--- config.mk ---
export PLATFORM = sky130hd
export DESIGN_NAME = dcache_store_responder_flat
export DESIGN_NICKNAME = d
export VERILOG_FILES = /design/src/rtl/dcache_store_responder_if.sv /design/src/rtl/dcache_store_responder.sv /design/src/flat_wrapper.sv
export SDC_FILE = /design/constraint.sdc
export NUM_CORES = 1
export LEC_CHECK = 0
export BUFFER_PORTS_ARGS = -buffer_cell sky130_fd_sc_hd__buf_4
export CORE_MARGIN = 1.5
export CORE_UTILIZATION = 35
export CTS_CLUSTER_SIZE = 24
export DETAILED_ROUTE_END_ITERATION = 10
export PLACE_DENSITY = 0.62
export SYNTH_ARGS = -nofsm -noshare
export SYNTH_HDL_FRONTEND = slang
export SYNTH_HIERARCHICAL = 1
export SYNTH_SLANG_ARGS = --single-unit
--- constraint.sdc ---
create_clock -name clk_i -period 5.66 [get_ports clk_i]
set_input_delay 0.849 -clock clk_i [delete_from_list [all_inputs] [get_ports clk_i]]
set_output_delay 0.849 -clock clk_i [all_outputs]
set_load 0.03 [all_outputs]
--- src/rtl/dcache_store_responder_if.sv ---
// Store request port between the store buffer (master) and the D$ store responder (slave).
// Address is split into a 12-bit page index and the remaining PLEN-12 tag bits.
interface dcache_store_responder_if #(
  parameter int unsigned PLEN = 56,
  parameter int unsigned XLEN = 64
);
  logic                  data_req;
  logic                  data_we;
  logic [11:0]           address_index;
  logic [PLEN-13:0]      address_tag;
  logic [XLEN-1:0]       data_wdata;
  logic [XLEN/8-1:0]     data_be;
  logic [1:0]            data_size;
  logic                  data_gnt;
  logic                  data_rvalid;
  logic [XLEN-1:0]       data_rdata;

  modport master (
    output data_req, data_we, address_index, address_tag, data_wdata, data_be, data_size,
    input  data_gnt, data_rvalid, data_rdata
  );

  modport slave (
    input  data_req, data_we, address_index, address_tag, data_wdata, data_be, data_size,
    output data_gnt, data_rvalid, data_rdata
  );
endinterface

--- src/rtl/dcache_store_responder.sv ---
// D$ store responder: grants stores into a small in-order write queue (optionally merging
// into the tail word) and drains it to a memory write port; flags page-offset hazards for loads.

module dcache_store_responder_chk #(
  parameter int unsigned DEPTH = 4,
  parameter int unsigned CW    = 3,
  parameter int unsigned RW    = 1
) (
  input logic          clk_i,
  input logic          rst_ni,
  input logic [CW-1:0] count,
  input logic          pop,
  input logic          req,
  input logic          we,
  input logic          gnt,
  input logic [RW-1:0] req_bits
);
  a_count_bound: assert property (@(posedge clk_i) disable iff (!rst_ni) count <= CW'(DEPTH));
  a_no_pop_empty: assert property (@(posedge clk_i) disable iff (!rst_ni) pop |-> (count != '0));
  // Loads are never served on this port.
  a_no_load: assert property (@(posedge clk_i) disable iff (!rst_ni) req |-> we);
  a_req_stable: assert property (@(posedge clk_i) disable iff (!rst_ni)
                                 (req && !gnt) |=> (req && $stable(req_bits)));
endmodule

module dcache_store_responder #(
  parameter int unsigned PLEN     = 56,
  parameter int unsigned XLEN     = 64,
  parameter int unsigned DEPTH    = 4,
  parameter int unsigned COALESCE = 1
) (
  input  logic                       clk_i,
  input  logic                       rst_ni,
  dcache_store_responder_if.slave    req_port,
  output logic                       mem_req_o,
  input  logic                       mem_gnt_i,
  output logic [PLEN-1:0]            mem_addr_o,
  output logic [XLEN-1:0]            mem_wdata_o,
  output logic [XLEN/8-1:0]          mem_be_o,
  input  logic [11:0]                page_offset_i,
  output logic                       page_offset_matches_o,
  output logic                       empty_o
);
  localparam int unsigned BW  = XLEN / 8;
  localparam int unsigned OFF = $clog2(BW);
  localparam int unsigned WAW = PLEN - OFF;
  localparam int unsigned PW  = $clog2(DEPTH);
  localparam int unsigned CW  = PW + 1;
  localparam logic [PW-1:0] PTR_ONE = PW'(32'd1);
  localparam logic [CW-1:0] CNT_ONE = CW'(32'd1);
  localparam logic [CW-1:0] CNT_TWO = CW'(32'd2);
  localparam logic [CW-1:0] CNT_MAX = CW'(DEPTH);

  logic [WAW-1:0]  addr_r  [DEPTH];
  logic [XLEN-1:0] data_r  [DEPTH];
  logic [BW-1:0]   be_r    [DEPTH];
  logic [DEPTH-1:0] valid_r;
  logic [PW-1:0]   wptr_r;
  logic [PW-1:0]   rptr_r;
  logic [CW-1:0]   count_r;
  logic [CW-1:0]   count_n_s;

  logic [PLEN-1:0] req_addr_s;
  logic [WAW-1:0]  req_waddr_s;
  logic [PW-1:0]   tail_s;
  logic            hit_s;
  logic            gnt_s;
  logic            push_s;
  logic            merge_s;
  logic            pop_s;
  logic            match_s;
  logic            unused_s;

  assign req_addr_s  = {req_port.address_tag, req_port.address_index};
  assign req_waddr_s = req_addr_s[PLEN-1:OFF];
  assign tail_s      = wptr_r - PTR_ONE;

  // With two or more entries the tail is never the head, so a merge cannot race a drain.
  assign hit_s   = (COALESCE != 32'd0) && (count_r >= CNT_TWO) && (addr_r[tail_s] == req_waddr_s);
  assign gnt_s   = req_port.data_req & req_port.data_we & (hit_s | (count_r < CNT_MAX));
  assign push_s  = gnt_s & ~hit_s;
  assign merge_s = gnt_s & hit_s;
  assign pop_s   = mem_req_o & mem_gnt_i;

  assign req_port.data_gnt    = gnt_s;
  assign req_port.data_rvalid = 1'b0;
  assign req_port.data_rdata  = '0;

  assign mem_req_o   = (count_r != '0);
  assign mem_addr_o  = {addr_r[rptr_r], {OFF{1'b0}}};
  assign mem_wdata_o = data_r[rptr_r];
  assign mem_be_o    = be_r[rptr_r];
  assign empty_o     = (count_r == '0);
  assign page_offset_matches_o = match_s;

  assign unused_s = ^{req_port.data_size, req_addr_s[OFF-1:0], page_offset_i[OFF-1:0]};

  // Next occupancy: push and pop cancel; a merge never changes occupancy.
  always_comb begin
    count_n_s = count_r;
    case ({push_s, pop_s})
      2'b10:   count_n_s = count_r + CNT_ONE;
      2'b01:   count_n_s = count_r - CNT_ONE;
      default: count_n_s = count_r;
    endcase
  end

  // Hazard match over queued entries plus the store being granted this cycle.
  always_comb begin
    match_s = gnt_s & (req_waddr_s[11-OFF:0] == page_offset_i[11:OFF]);
    for (int i = 0; i < DEPTH; i++) begin
      match_s = match_s | (valid_r[i] & (addr_r[i][11-OFF:0] == page_offset_i[11:OFF]));
    end
  end

  // Write queue storage, pointers and occupancy.
  always_ff @(posedge clk_i or negedge rst_ni) begin
    if (!rst_ni) begin
      for (int i = 0; i < DEPTH; i++) begin
        addr_r[i] <= '0;
        data_r[i] <= '0;
        be_r[i]   <= '0;
      end
      valid_r <= '0;
      wptr_r  <= '0;
      rptr_r  <= '0;
      count_r <= '0;
    end else begin
      if (push_s) begin
        addr_r[wptr_r]  <= req_waddr_s;
        data_r[wptr_r]  <= req_port.data_wdata;
        be_r[wptr_r]    <= req_port.data_be;
        valid_r[wptr_r] <= 1'b1;
        wptr_r          <= wptr_r + PTR_ONE;
      end
      if (merge_s) begin
        for (int b = 0; b < BW; b++) begin
          if (req_port.data_be[b]) begin
            data_r[tail_s][8*b +: 8] <= req_port.data_wdata[8*b +: 8];
          end
        end
        be_r[tail_s] <= be_r[tail_s] | req_port.data_be;
      end
      if (pop_s) begin
        valid_r[rptr_r] <= 1'b0;
        rptr_r          <= rptr_r + PTR_ONE;
      end
      count_r <= count_n_s;
    end
  end

  dcache_store_responder_chk #(
    .DEPTH (DEPTH),
    .CW    (CW),
    .RW    (1 + PLEN + XLEN + BW)
  ) u_chk (
    .clk_i    (clk_i),
    .rst_ni   (rst_ni),
    .count    (count_r),
    .pop      (pop_s),
    .req      (req_port.data_req),
    .we       (req_port.data_we),
    .gnt      (gnt_s),
    .req_bits ({req_port.data_we, req_addr_s, req_port.data_wdata, req_port.data_be})
  );
endmodule

--- src/flat_wrapper.sv ---
// flat-port wrapper written by rule: the top's interface ports become plain ports
module dcache_store_responder_flat 
#(
  parameter int unsigned PLEN     = 56,
  parameter int unsigned XLEN     = 64,
  parameter int unsigned DEPTH    = 4,
  parameter int unsigned COALESCE = 1
)
  (clk_i, rst_ni, mem_req_o, mem_gnt_i, mem_addr_o, mem_wdata_o, mem_be_o, page_offset_i, page_offset_matches_o, empty_o, req_port_data_req, req_port_data_we, req_port_address_index, req_port_address_tag, req_port_data_wdata, req_port_data_be, req_port_data_size, req_port_data_gnt, req_port_data_rvalid, req_port_data_rdata);
  dcache_store_responder_if #(.PLEN(PLEN), .XLEN(XLEN)) req_port_i ();
  input  logic clk_i;
  input  logic rst_ni;
  output logic mem_req_o;
  input  logic mem_gnt_i;
  output logic [PLEN-1:0] mem_addr_o;
  output logic [XLEN-1:0] mem_wdata_o;
  output logic [XLEN/8-1:0] mem_be_o;
  input  logic [11:0] page_offset_i;
  output logic page_offset_matches_o;
  output logic empty_o;
  input wire logic [$bits(req_port_i.data_req)-1:0] req_port_data_req;
  input wire logic [$bits(req_port_i.data_we)-1:0] req_port_data_we;
  input wire logic [$bits(req_port_i.address_index)-1:0] req_port_address_index;
  input wire logic [$bits(req_port_i.address_tag)-1:0] req_port_address_tag;
  input wire logic [$bits(req_port_i.data_wdata)-1:0] req_port_data_wdata;
  input wire logic [$bits(req_port_i.data_be)-1:0] req_port_data_be;
  input wire logic [$bits(req_port_i.data_size)-1:0] req_port_data_size;
  output wire logic [$bits(req_port_i.data_gnt)-1:0] req_port_data_gnt;
  output wire logic [$bits(req_port_i.data_rvalid)-1:0] req_port_data_rvalid;
  output wire logic [$bits(req_port_i.data_rdata)-1:0] req_port_data_rdata;
  assign req_port_i.data_req = req_port_data_req;
  assign req_port_i.data_we = req_port_data_we;
  assign req_port_i.address_index = req_port_address_index;
  assign req_port_i.address_tag = req_port_address_tag;
  assign req_port_i.data_wdata = req_port_data_wdata;
  assign req_port_i.data_be = req_port_data_be;
  assign req_port_i.data_size = req_port_data_size;
  assign req_port_data_gnt = req_port_i.data_gnt;
  assign req_port_data_rvalid = req_port_i.data_rvalid;
  assign req_port_data_rdata = req_port_i.data_rdata;
  dcache_store_responder #(.PLEN(PLEN), .XLEN(XLEN), .DEPTH(DEPTH), .COALESCE(COALESCE)) u_core (.clk_i(clk_i), .rst_ni(rst_ni), .req_port(req_port_i), .mem_req_o(mem_req_o), .mem_gnt_i(mem_gnt_i), .mem_addr_o(mem_addr_o), .mem_wdata_o(mem_wdata_o), .mem_be_o(mem_be_o), .page_offset_i(page_offset_i), .page_offset_matches_o(page_offset_matches_o), .empty_o(empty_o));
endmodule
==> results of run 1 <==
cell usage after synthesis (2+ instances only):
cell type	instances	area [um^2]
nor3_1	3	15.0
a22o_1	3	26.3
nor2_1	18	67.6
o22ai_1	6	37.5
xor2_1	39	342
o211ai_1	2	15.0
buf_2	32	160
o2bb2ai_1	2	17.5
buf_4	78	586
nand3_1	13	65.1
a21oi_2	28	245
mux2_2	470	5290
a21oi_1	6	30.0
xnor2_1	61	534
nand2_1	12	45.0
clkbuf_1	36	135
mux4_2	167	3760
or4_1	3	22.5
buf_1	16	60.1
a22oi_1	5	37.5
a21oi_4	8	130
dfrtp_1	511	12800
buf_6	5	56.3
o32ai_1	3	26.3
and3_1	3	18.8
nor4_1	12	75.1
and2_1	2	12.5
nand4_1	15	93.8
inv_1	9	33.8
ha_1	9	113
o21ai_0	5	25.0
mux2i_1	103	1030
cells by family (layout without fill, tap and decap cells):
logic type | after synthesis | count (layout)
buffers and inverters | 176 | 444
other | 1 | 70
AO/OA/AOI/OAI | 76 | 76
flip-flops | 511 | 511
adder cells (fa/ha/maj) | 10 | 10
XOR/XNOR | 100 | 100
multiplexers | 740 | 740
AND/OR/NAND/NOR | 90 | 90
per-stage QoR:
step	power, mW	cell area, um^2
6_report	21.2	31100
5_1_grt	22.4	31100
4_1_cts	21.5	31100
3_5_place_dp	17.6	29200
3_3_place_gp	17.3	29200
2_1_floorplan	14.0	26300
cell type report:
cell class | count | area, um^2
Fill cell | 6709 | 42200
Multi-Input combinational cell | 1084 | 12600
Sequential cell | 511 | 12800
Antenna cell | 2 | 5.00
Clock inverter | 18 | 184
Clock buffer | 86 | 1700
Tap cell | 959 | 1200
Inverter | 9 | 33.8
Timing Repair Buffer | 331 | 2630
final timing paths:
kind	start	end	slack, ps	cells past startpoint
max in group asynchronous	rst_ni	u_core/addr_r[209]	4020	2
min	rst_ni	u_core/addr_r[123]	280	1
min reg2reg	u_core/count_r[0]	u_core/count_r[0]	480	1
min in group clk_i	req_port_data_wdata[11]	u_core/data_r[75]	460	2
max	u_core/wptr_r[1]	page_offset_matches_o	260	14
max reg2reg	u_core/wptr_r[1]	u_core/addr_r[58]	860	12
sequential cells by signal, summed over array words and instances, names as in the netlist:
name,flops
u_core/data_r,256
u_core/addr_r,212
u_core/be_r,32
u_core/valid_r,4
u_core/count_r,3
u_core/rptr_r,2
u_core/wptr_r,2
power by group:
group          leakage, nW  internal [mW]  switching [mW]
Combinational         6.33           5.30            5.48
Sequential            6.30           5.43            1.28
Clock                0.929           2.17            1.55
layer usage:
layer	vias to the layer above	GRT usage	wire, um
li1	6888	-	-
met1	8406	0.227	28100
met4	6	0.0591	1990
met2	420	0.315	35500
met5	-	0	34
met3	112	0.0526	4970
repair_timing:
action,CTS,global route
pin swaps,1,1
setup endpoints to repair,1,1
gates cloned,0,0
buffers inserted,1,3
==> out/qor.csv, run 1 <==
stage,metric,value,unit
clock_network,cts.clk_slew.worst_paths,60,ps
yosys,synth-xor-area-share,0.0336,
layout,final_cells,3000,
clock_network,cts.hold.buffers_added,0,
layout,nNetsFinal,2154,
timing,finClkSkew,25.6,ps
floorplan,rows,99,
pwr,vdd_ir_drop_max,0.341,mV
layout,layout_commonest_cell,dfrtp_1,
clock_network,cts_resized,0,
timing,fin_crit,5400,ps
worst_setup_path,critPathArrivalTime,4550,ps
drt,vias,15800,
clock_network,cts_tree,built,
grt,grt_pass1_wl,107000,um
worst_hold_path,hp-class,in -> async,
timing,finalCritPeriodShare,0.953,
layout,drive_above_1_share,0.540,
yosys,async_flop_share,1.00,
yosys,synth-compound-area-share,0.0253,
grt,grt_overflow,0,
yosys,yosys_most_used_dff,dfrtp_1,
clock_network,cts-root-buf,clkbuf_16,
drt,vias_per_cell,5.28,
yosys,yosysUniqueCellTypes,51,
grt,antenna_found_initial,6,
placed_design,dp_cells,2890,
grt,track_usage,0.185,
worst_setup_path,slowest_stage,xnor2_1,
drt,drc,0,
timing,worstMarginPinSlew,1050,ps
clock_network,cts_made_buffers,60,
run_status,status,finished clean,
worst_setup_path,cp-start-kind,flip-flop,
yosys,synthCells,1704,
pwr,p_per_area,682,mW/mm^2
drt,drt_pass1_iterations,5,
grt,grt_pass1_vias,17600,
drt,avgRoutedWirePerCell,23.5,um
worst_setup_path,max_stage_delay,510,ps
yosys,muxShareOfSynthArea,0.387,
worst_setup_path,cp_top_family,simple AND/OR/NAND/NOR gates,
grt,grt_start_max_net_pins,147,
yosys,synth_top_family_by_area,multiplexers,
clock_network,ctsLongestPathBuffers,3,
placed_design,dpl.hpwl,47200,um
layout,mostFrequentLayoutCells,"508 x dfrtp_1, 470 x mux2_2, 319 x buf_4",
floorplan,start_util,0.356,
yosys,yosysSeqAreaShare,0.490,
worst_setup_path,critPathCaptureType,output pin,
yosys,synth_simple_gate_area_frac,0.0194,
timing,fin_ws,263,ps
yosys,ys_ff_latch,511,
placed_design,pre_cts_slack,624,ps
layout,syn_to_final_growth,19.4,%
placed_design,gp_congestion,0.823,
worst_setup_path,path_cells,"inv_1, ha_4, buf_4, mux4_2, xnor2_1, nand4_1, nor4_1, buf_4, nand3_1, nor3_1, nor2_1, o41ai_1, buf_4, buf_4",
worst_setup_path,critPathKind,reg -> out,
worst_setup_path,cp.required,4810,ps
clock_network,insertion_delay,640,ps
timing,slew_headroom,0.296,
pwr,p_leak,13.6,nW
worst_setup_path,cp_max_fo,9,
drt,drtAntennaViolNets,0,
clock_network,htree_num_levels,2,
placed_design,io_buffer_count,267,
timing,max_freq,0.185,GHz
yosys,syn_area_per_cell,15.3,um^2
floorplan,fp.dieW,276,um
floorplan,pin_count,344,
yosys,yosysWarnings,6,
clock_network,clkSinkCount,511,
timing,slew_violations,0,
timing,setup_tns,0,ps
job,max_cap_viol_count,0,
floorplan,die_h,276,um
yosys,synth_fa_ha_area_frac,0.00509,
timing,rsz0062_at_grt,no,
worst_setup_path,cp.buffers_inverters,5,
floorplan,die_area,0.0762,mm^2
yosys,synth_edf_count,0,
yosys,syn-cell-area,0.0261,mm^2
drt,drt-initial-drc-count,926,
layout,postLayoutCoreUtil,0.425,
timing,fin_hold_ws,277,ps
timing,finalHoldViolations,0,
drt,routed_wl,70600,um
floorplan,core-area,0.0733,mm^2
worst_setup_path,crit_top_cell,buf_4,
timing,setup_violations,0,
(Power assumes the default switching activity.)
==> run 2, diff against run 1 <==
--- a/config.mk
+++ b/config.mk
@@ -5,7 +5,7 @@
 export SDC_FILE = /design/constraint.sdc
 export NUM_CORES = 1
 export LEC_CHECK = 0
-export BUFFER_PORTS_ARGS = -buffer_cell sky130_fd_sc_hd__buf_4
+export BUFFER_PORTS_ARGS = -buffer_cell sky130_fd_sc_hd__buf_2
 export CORE_MARGIN = 1.5
 export CORE_UTILIZATION = 35
 export CTS_CLUSTER_SIZE = 24
==> run 2 against run 1 <==
Effect of this change:
- global-route usage decreased by 0.23 points
- fmax increased by 0.44%
- combinational power decreased by 6%
- power shrank 2.1%
- sequential cell count did not move
- sequential power hardly changed
- critical path type unchanged
- critical endpoint unchanged
- largest power group unchanged
==> out/qor.csv, run 2 (synthesis gave the netlist of run 1 again) <==
stage,metric,value,unit
clock_network,cts_made_buffers,60,
timing,slew_violations,0,
pwr,clkPwrFrac,0.187,
clock_network,ctsLongestPathBuffers,3,
drt,drt_pass1_iterations,5,
clock_network,cts-root-buf,clkbuf_16,
timing,worstMarginPinSlew,1120,ps
layout,drive_above_1_share,0.543,
layout,largest_reg_flops,256,
pwr,p_int,12.5,mW
floorplan,fp.dieW,276,um
clock_network,cts.clk_slew.worst_paths,50,ps
pwr,vdd_ir_drop_max,0.366,mV
layout,postLayoutCoreUtil,0.416,
drt,vias,15800,
floorplan,start_util,0.356,
drt,drt-initial-drc-count,881,
timing,max_freq,0.186,GHz
grt,grt_start_max_net_pins,166,
timing,setup_tns,0,ps
worst_setup_path,reg2reg_depth,12,
placed_design,io_buffer_count,267,
layout,reg.largest.list,"u_core/data_r (256), u_core/addr_r (212), u_core/be_r (32)",
clock_network,clkSinkCount,511,
clock_network,cts.hold.buffers_added,0,
timing,finClkSkew,15.3,ps
timing,setup_violations,0,
pwr,p_switching,8.23,mW
worst_setup_path,cp-start-kind,flip-flop,
pwr,p_per_area,680,mW/mm^2
worst_hold_path,hp-class,in -> async,
layout,largest_register,u_core/data_r,
layout,nNetsFinal,2149,
layout,mostFrequentLayoutCells,"508 x dfrtp_1, 470 x mux2_2, 266 x buf_2",
worst_setup_path,reg2reg_from,u_core/wptr_r[1],
timing,finalCritPeriodShare,0.949,
pwr,p_leak,13.4,nW
worst_setup_path,reg2reg_to,u_core/addr_r[95],
drt,drtAntennaViolNets,0,
grt,grt_pass1_vias,17300,
drt,routed_wl,69900,um
floorplan,rows,99,
worst_setup_path,cp_max_fo,16,
clock_network,insertion_delay,630,ps
worst_setup_path,r2r_slack,840,ps
pwr,combPwrFrac,0.491,
job,max_cap_viol_count,0,
timing,fin_crit,5370,ps
pwr,power.share.switching,0.396,
worst_setup_path,critPathCaptureType,output pin,
clock_network,cts_tree,built,
worst_setup_path,critPathArrivalTime,4520,ps
placed_design,gp_congestion,0.817,
timing,finalHoldViolations,0,
grt,grt_overflow,0,
run_status,status,finished clean,
floorplan,die_h,276,um
layout,layout_commonest_cell,dfrtp_1,
pwr,pwr-share-seq,0.322,
timing,rsz0062_at_grt,no,
layout,syn_to_final_growth,17.1,%
drt,vias_per_cell,5.27,
grt,track_usage,0.183,
floorplan,die_area,0.0762,mm^2
worst_setup_path,critPathKind,reg -> out,
drt,avgRoutedWirePerCell,23.3,um
drt,drc,0,
floorplan,pin_count,344,
floorplan,core-area,0.0733,mm^2
grt,grt_pass1_wl,106000,um
clock_network,htree_num_levels,2,
worst_setup_path,cp.required,4810,ps
timing,slew_headroom,0.256,
placed_design,dpl.hpwl,47000,um
grt,antenna_found_initial,22,
## run 2: cell types whose count changed in the layout (fill, tap and decap cells not counted), moves of 2 or more
cell and change:
buf_12 -2, diode_2 +5, buf_2 +266, clkinv_2 -2
clkbuf_1 -6, clkinv_4 -3, clkbuf_8 +9, bufinv_16 +2
buf_4 -270
## run 2: area by class of cell
type	count	area, um^2
fillers	6746	42800
flip-flops and latches	511	12800
multi-input cells	1084	12600
repair buffers	326	1910
clock buffers	88	1780
well taps	959	1200
clock inverters	17	220
inverters	9	33.8
diodes	7	17.5
## run 2: how the worst max path moves through the flow
| stage | endpoint | start |
|---|---|---|
| after floorplan | page_offset_matches_o | u_core/wptr_r[0] |
| after global placement | page_offset_matches_o | u_core/wptr_r[0] |
| after detailed placement | u_core/addr_r[64] | u_core/wptr_r[1] |
| after CTS | page_offset_matches_o | u_core/wptr_r[0] |
| after global routing | page_offset_matches_o | u_core/wptr_r[1] |
| final | page_offset_matches_o | u_core/wptr_r[1] |
## run 2: routing by layer
| layer | vias to the layer above | GRT usage | wire, um |
|---|---|---|---|
| met5 | - | 0 | 148 |
| met4 | 24 | 0.0472 | 1600 |
| met3 | 116 | 0.0538 | 5210 |
| met2 | 422 | 0.312 | 34800 |
| met1 | 8372 | 0.227 | 28200 |
| li1 | 6881 | - | - |
## run 2: critical path: stages, from the launching register on
cell and delay (ps):
dfrtp_1 400, inv_1 110, ha_4 460, buf_4 360, mux4_2 360, xnor2_1 320, nand4_1 200, or4_1 640
nor3_1 260, nor2_1 160, o41ai_1 360, buf_2 250
## run 2: through the flow
step	instance area [um^2]	hold slack, ps	worst slack, ps	cells	power [mW]
6_report	30500	211	287	3001	20.8
5_1_grt	30500	252	1.46	2995	22.0
4_1_cts	30500	244	80.3	2993	21.0
3_5_place_dp	28500	482	704	2888	17.0
3_3_place_gp	28500	462	720	2888	16.7
2_1_floorplan	26300	446	403	1771	14.0
## run 2: power groups by stage
| stage | Combinational [mW] | Sequential (mW) | Clock (mW) |
|---|---|---|---|
| after floorplan | 7.77 | 6.18 | 0 |
| after global placement | 10.1 | 6.56 | 0 |
| after detailed placement | 10.3 | 6.74 | 0 |
| after CTS | 10.3 | 6.68 | 4.01 |
| after global routing | 10.9 | 6.93 | 4.16 |
| final | 10.2 | 6.69 | 3.88 |
## run 2: timing repair
item                                    CTS  global route
setup buffers                             0             1
resized for setup                         0             2
endpoints found under the setup margin    0             1
==> run 3, diff against run 2 <==
==> constraint.sdc (replaced) <==
create_clock -name clk_i -period 5.66 [get_ports clk_i]
set_input_delay 0 -clock clk_i [delete_from_list [all_inputs] [get_ports clk_i]]
set_output_delay 0 -clock clk_i [all_outputs]
set_load 0.03 [all_outputs]
==> run 3 against run 2 <==
Effect of this change:
- largest power group unchanged
- global-route usage is 0.45 points higher
- largest cell class unchanged
- first-iteration DRC count is 7.8% higher
- die area stayed put
- fmax is 1.5% lower
- critical endpoint is now u_core/data_r[229]
- final cell count is 4.0% higher
- sequential share of layout area is 1.5 points lower
- critical path depth is 2 higher
- worst hold slack worse by 140 ps
- sequential power is 1% higher
==> out/qor.csv, run 3 (synthesis gave the netlist of run 1 again) <==
stage,metric,value,unit
timing,fin_hold_ws,70.2,ps
job,max_cap_viol_count,0,
layout,reg.largest.list,"u_core/data_r (256), u_core/addr_r (212), u_core/be_r (32)",
floorplan,pin_count,344,
worst_setup_path,r2r_slack,200,ps
pwr,fin_total_pwr,20.8,mW
timing,setup_tns,0,ps
timing,rsz0062_at_grt,no,
timing,fin_crit,5460,ps
drt,vias,16300,
drt,drt-initial-drc-count,950,
grt,track_usage,0.188,
clock_network,cts_setup_buffers,0,
clock_network,htree_num_levels,2,
pwr,clkPwrFrac,0.184,
timing,slew_headroom,0.318,
layout,syn_to_final_growth,21.5,%
layout,postLayoutCoreUtil,0.432,
timing,finalCritPeriodShare,0.964,
pwr,p_switching,8.28,mW
floorplan,die_area,0.0762,mm^2
floorplan,start_util,0.356,
placed_design,dpl.hpwl,46800,um
drt,drtAntennaViolNets,0,
drt,drt_pass1_iterations,5,
floorplan,rows,99,
worst_setup_path,reg2reg_from,u_core/wptr_r[0],
grt,antenna_found_initial,6,
pwr,power.share.switching,0.398,
layout,nNetsFinal,2270,
pwr,p_int,12.5,mW
layout,mostFrequentLayoutCells,"508 x dfrtp_1, 470 x mux2_2, 266 x buf_2",
clock_network,cts-root-buf,clkbuf_16,
layout,multi_input_area,0.0126,mm^2
timing,finalHoldViolations,0,
worst_setup_path,slowest_stage,dfrtp_4,
layout,layout_commonest_cell,dfrtp_1,
timing,max_freq,0.183,GHz
timing,worstMarginPinSlew,1020,ps
timing,finClkSkew,27.2,ps
timing,slew_violations,0,
worst_setup_path,critPathCaptureType,flip-flop,
grt,grt_pass1_vias,18000,
grt,grt_overflow,0,
clock_network,insertion_delay,630,ps
worst_setup_path,cp.required,6170,ps
floorplan,die_h,276,um
pwr,pwr-share-seq,0.325,
pwr,p_leak,13.9,nW
drt,avgRoutedWirePerCell,22.9,um
layout,largest_reg_flops,256,
layout,largest_register,u_core/data_r,
worst_setup_path,cp-start-kind,flip-flop,
worst_hold_path,min_to,u_core/wptr_r[0],
worst_setup_path,critPathArrivalTime,5960,ps
layout,drive_above_1_share,0.508,
clock_network,cts.clk_slew.worst_paths,60,ps
drt,drc,0,
drt,vias_per_cell,5.21,
pwr,combPwrFrac,0.491,
worst_setup_path,reg2reg_depth,13,
run_status,status,finished clean,
clock_network,cts_tree,built,
clock_network,clkSinkCount,511,
timing,fin_ws,205,ps
worst_setup_path,reg2reg_to,u_core/data_r[229],
worst_hold_path,whs_path_depth,4,
floorplan,fp.dieW,276,um
placed_design,io_buffer_count,267,
grt,grt_pass1_wl,109000,um
worst_hold_path,hp-start,req_port_data_req,
worst_setup_path,critPathKind,reg -> reg,
worst_hold_path,hp-class,in -> reg,
worst_setup_path,cp_max_fo,33,
pwr,vdd_ir_drop_max,0.373,mV
layout,fill_cells,6711,
drt,routed_wl,71300,um
pwr,p_per_area,656,mW/mm^2
layout,seq_area,0.0128,mm^2
worst_setup_path,cp_top_family,buffers and inverters,
placed_design,gp_congestion,0.807,
floorplan,core-area,0.0733,mm^2
worst_setup_path,crit_top_cell,a21oi_4,
placed_design,pre_cts_slack,597,ps
clock_network,cts_made_buffers,58,
worst_setup_path,path_cells,"inv_1, ha_4, buf_12, mux4_2, xnor2_1, nand4_1, nor4_1, buf_4, and3_1, a21oi_4, a21oi_4, mux2_2, dlygate4sd3_1",
worst_setup_path,cp.buffers_inverters,4,
worst_setup_path,max_stage_delay,600,ps
timing,setup_violations,0,
grt,grt_start_max_net_pins,155,
clock_network,ctsLongestPathBuffers,3,
## run 3: cell count changes in the layout (fill, tap and decap cells not counted), moves of 2 or more
cell and delta:
clkbuf_8 -5, dlygate4sd3_1 +130, buf_4 -5, clkinv_4 +2, diode_2 -5, clkinv_2 +6
## run 3: worst max path at each step
stage	startpoint	end	slack [ps]	cells past startpoint
4_1_cts	u_core/wptr_r[0]	u_core/data_r[229]	330	12
3_3_place_gp	u_core/wptr_r[0]	u_core/addr_r[81]	640	12
5_1_grt	u_core/wptr_r[0]	u_core/data_r[229]	80	12
3_5_place_dp	u_core/wptr_r[0]	u_core/addr_r[84]	600	12
6_report	u_core/wptr_r[0]	u_core/data_r[229]	200	13
2_1_floorplan	u_core/wptr_r[0]	u_core/count_r[2]	1220	20
## run 3: per-layer routing
metal / track usage / up-vias / routed length, um
met5: 0 / - / 57
met4: 0.0535 / 8 / 1720
met3: 0.0486 / 117 / 4850
met2: 0.323 / 434 / 35800
met1: 0.232 / 8603 / 28800
li1: - / 7108 / -
## run 3: timing repair
item | in CTS | in global routing
endpoints found under the hold margin | 584 | 0
hold buffers | 130 | 0
gates resized for setup | 0 | 0
## run 3: through the flow
stage                     instance area (um^2)  instances
after floorplan                          26300       1771
after global placement                   28400       2882
after detailed placement                 28400       2882
after CTS                                31700       3118
after global routing                     31700       3119
final                                    31700       3120
## run 3: tightest hold or removal path: cells and delay by family
family | cells | cell delay [ps]
and+or+nand+nor | 2 | 450
buffers and inverters | 1 | 100
xor gates and xnor gates | 1 | 80
## run 3: area by class of cell
type | instances | area share
Antenna cell | 2 | 0.000158
Clock buffer | 83 | 0.0532
Clock inverter | 23 | 0.00801
Inverter | 9 | 0.00107
Multi-Input combinational cell | 1084 | 0.397
Sequential cell | 511 | 0.404
Tap cell | 959 | 0.0379
Timing Repair Buffer | 449 | 0.0990
## run 3: power by group through the flow
stage / Sequential (mW) / Clock (mW) / Combinational (mW)
after global placement: 6.61 / 0 / 10.0
after CTS: 6.76 / 3.96 / 10.3
final: 6.77 / 3.83 / 10.2
after floorplan: 6.18 / 0 / 7.77
after detailed placement: 6.81 / 0 / 10.2
after global routing: 7.02 / 4.12 / 10.9
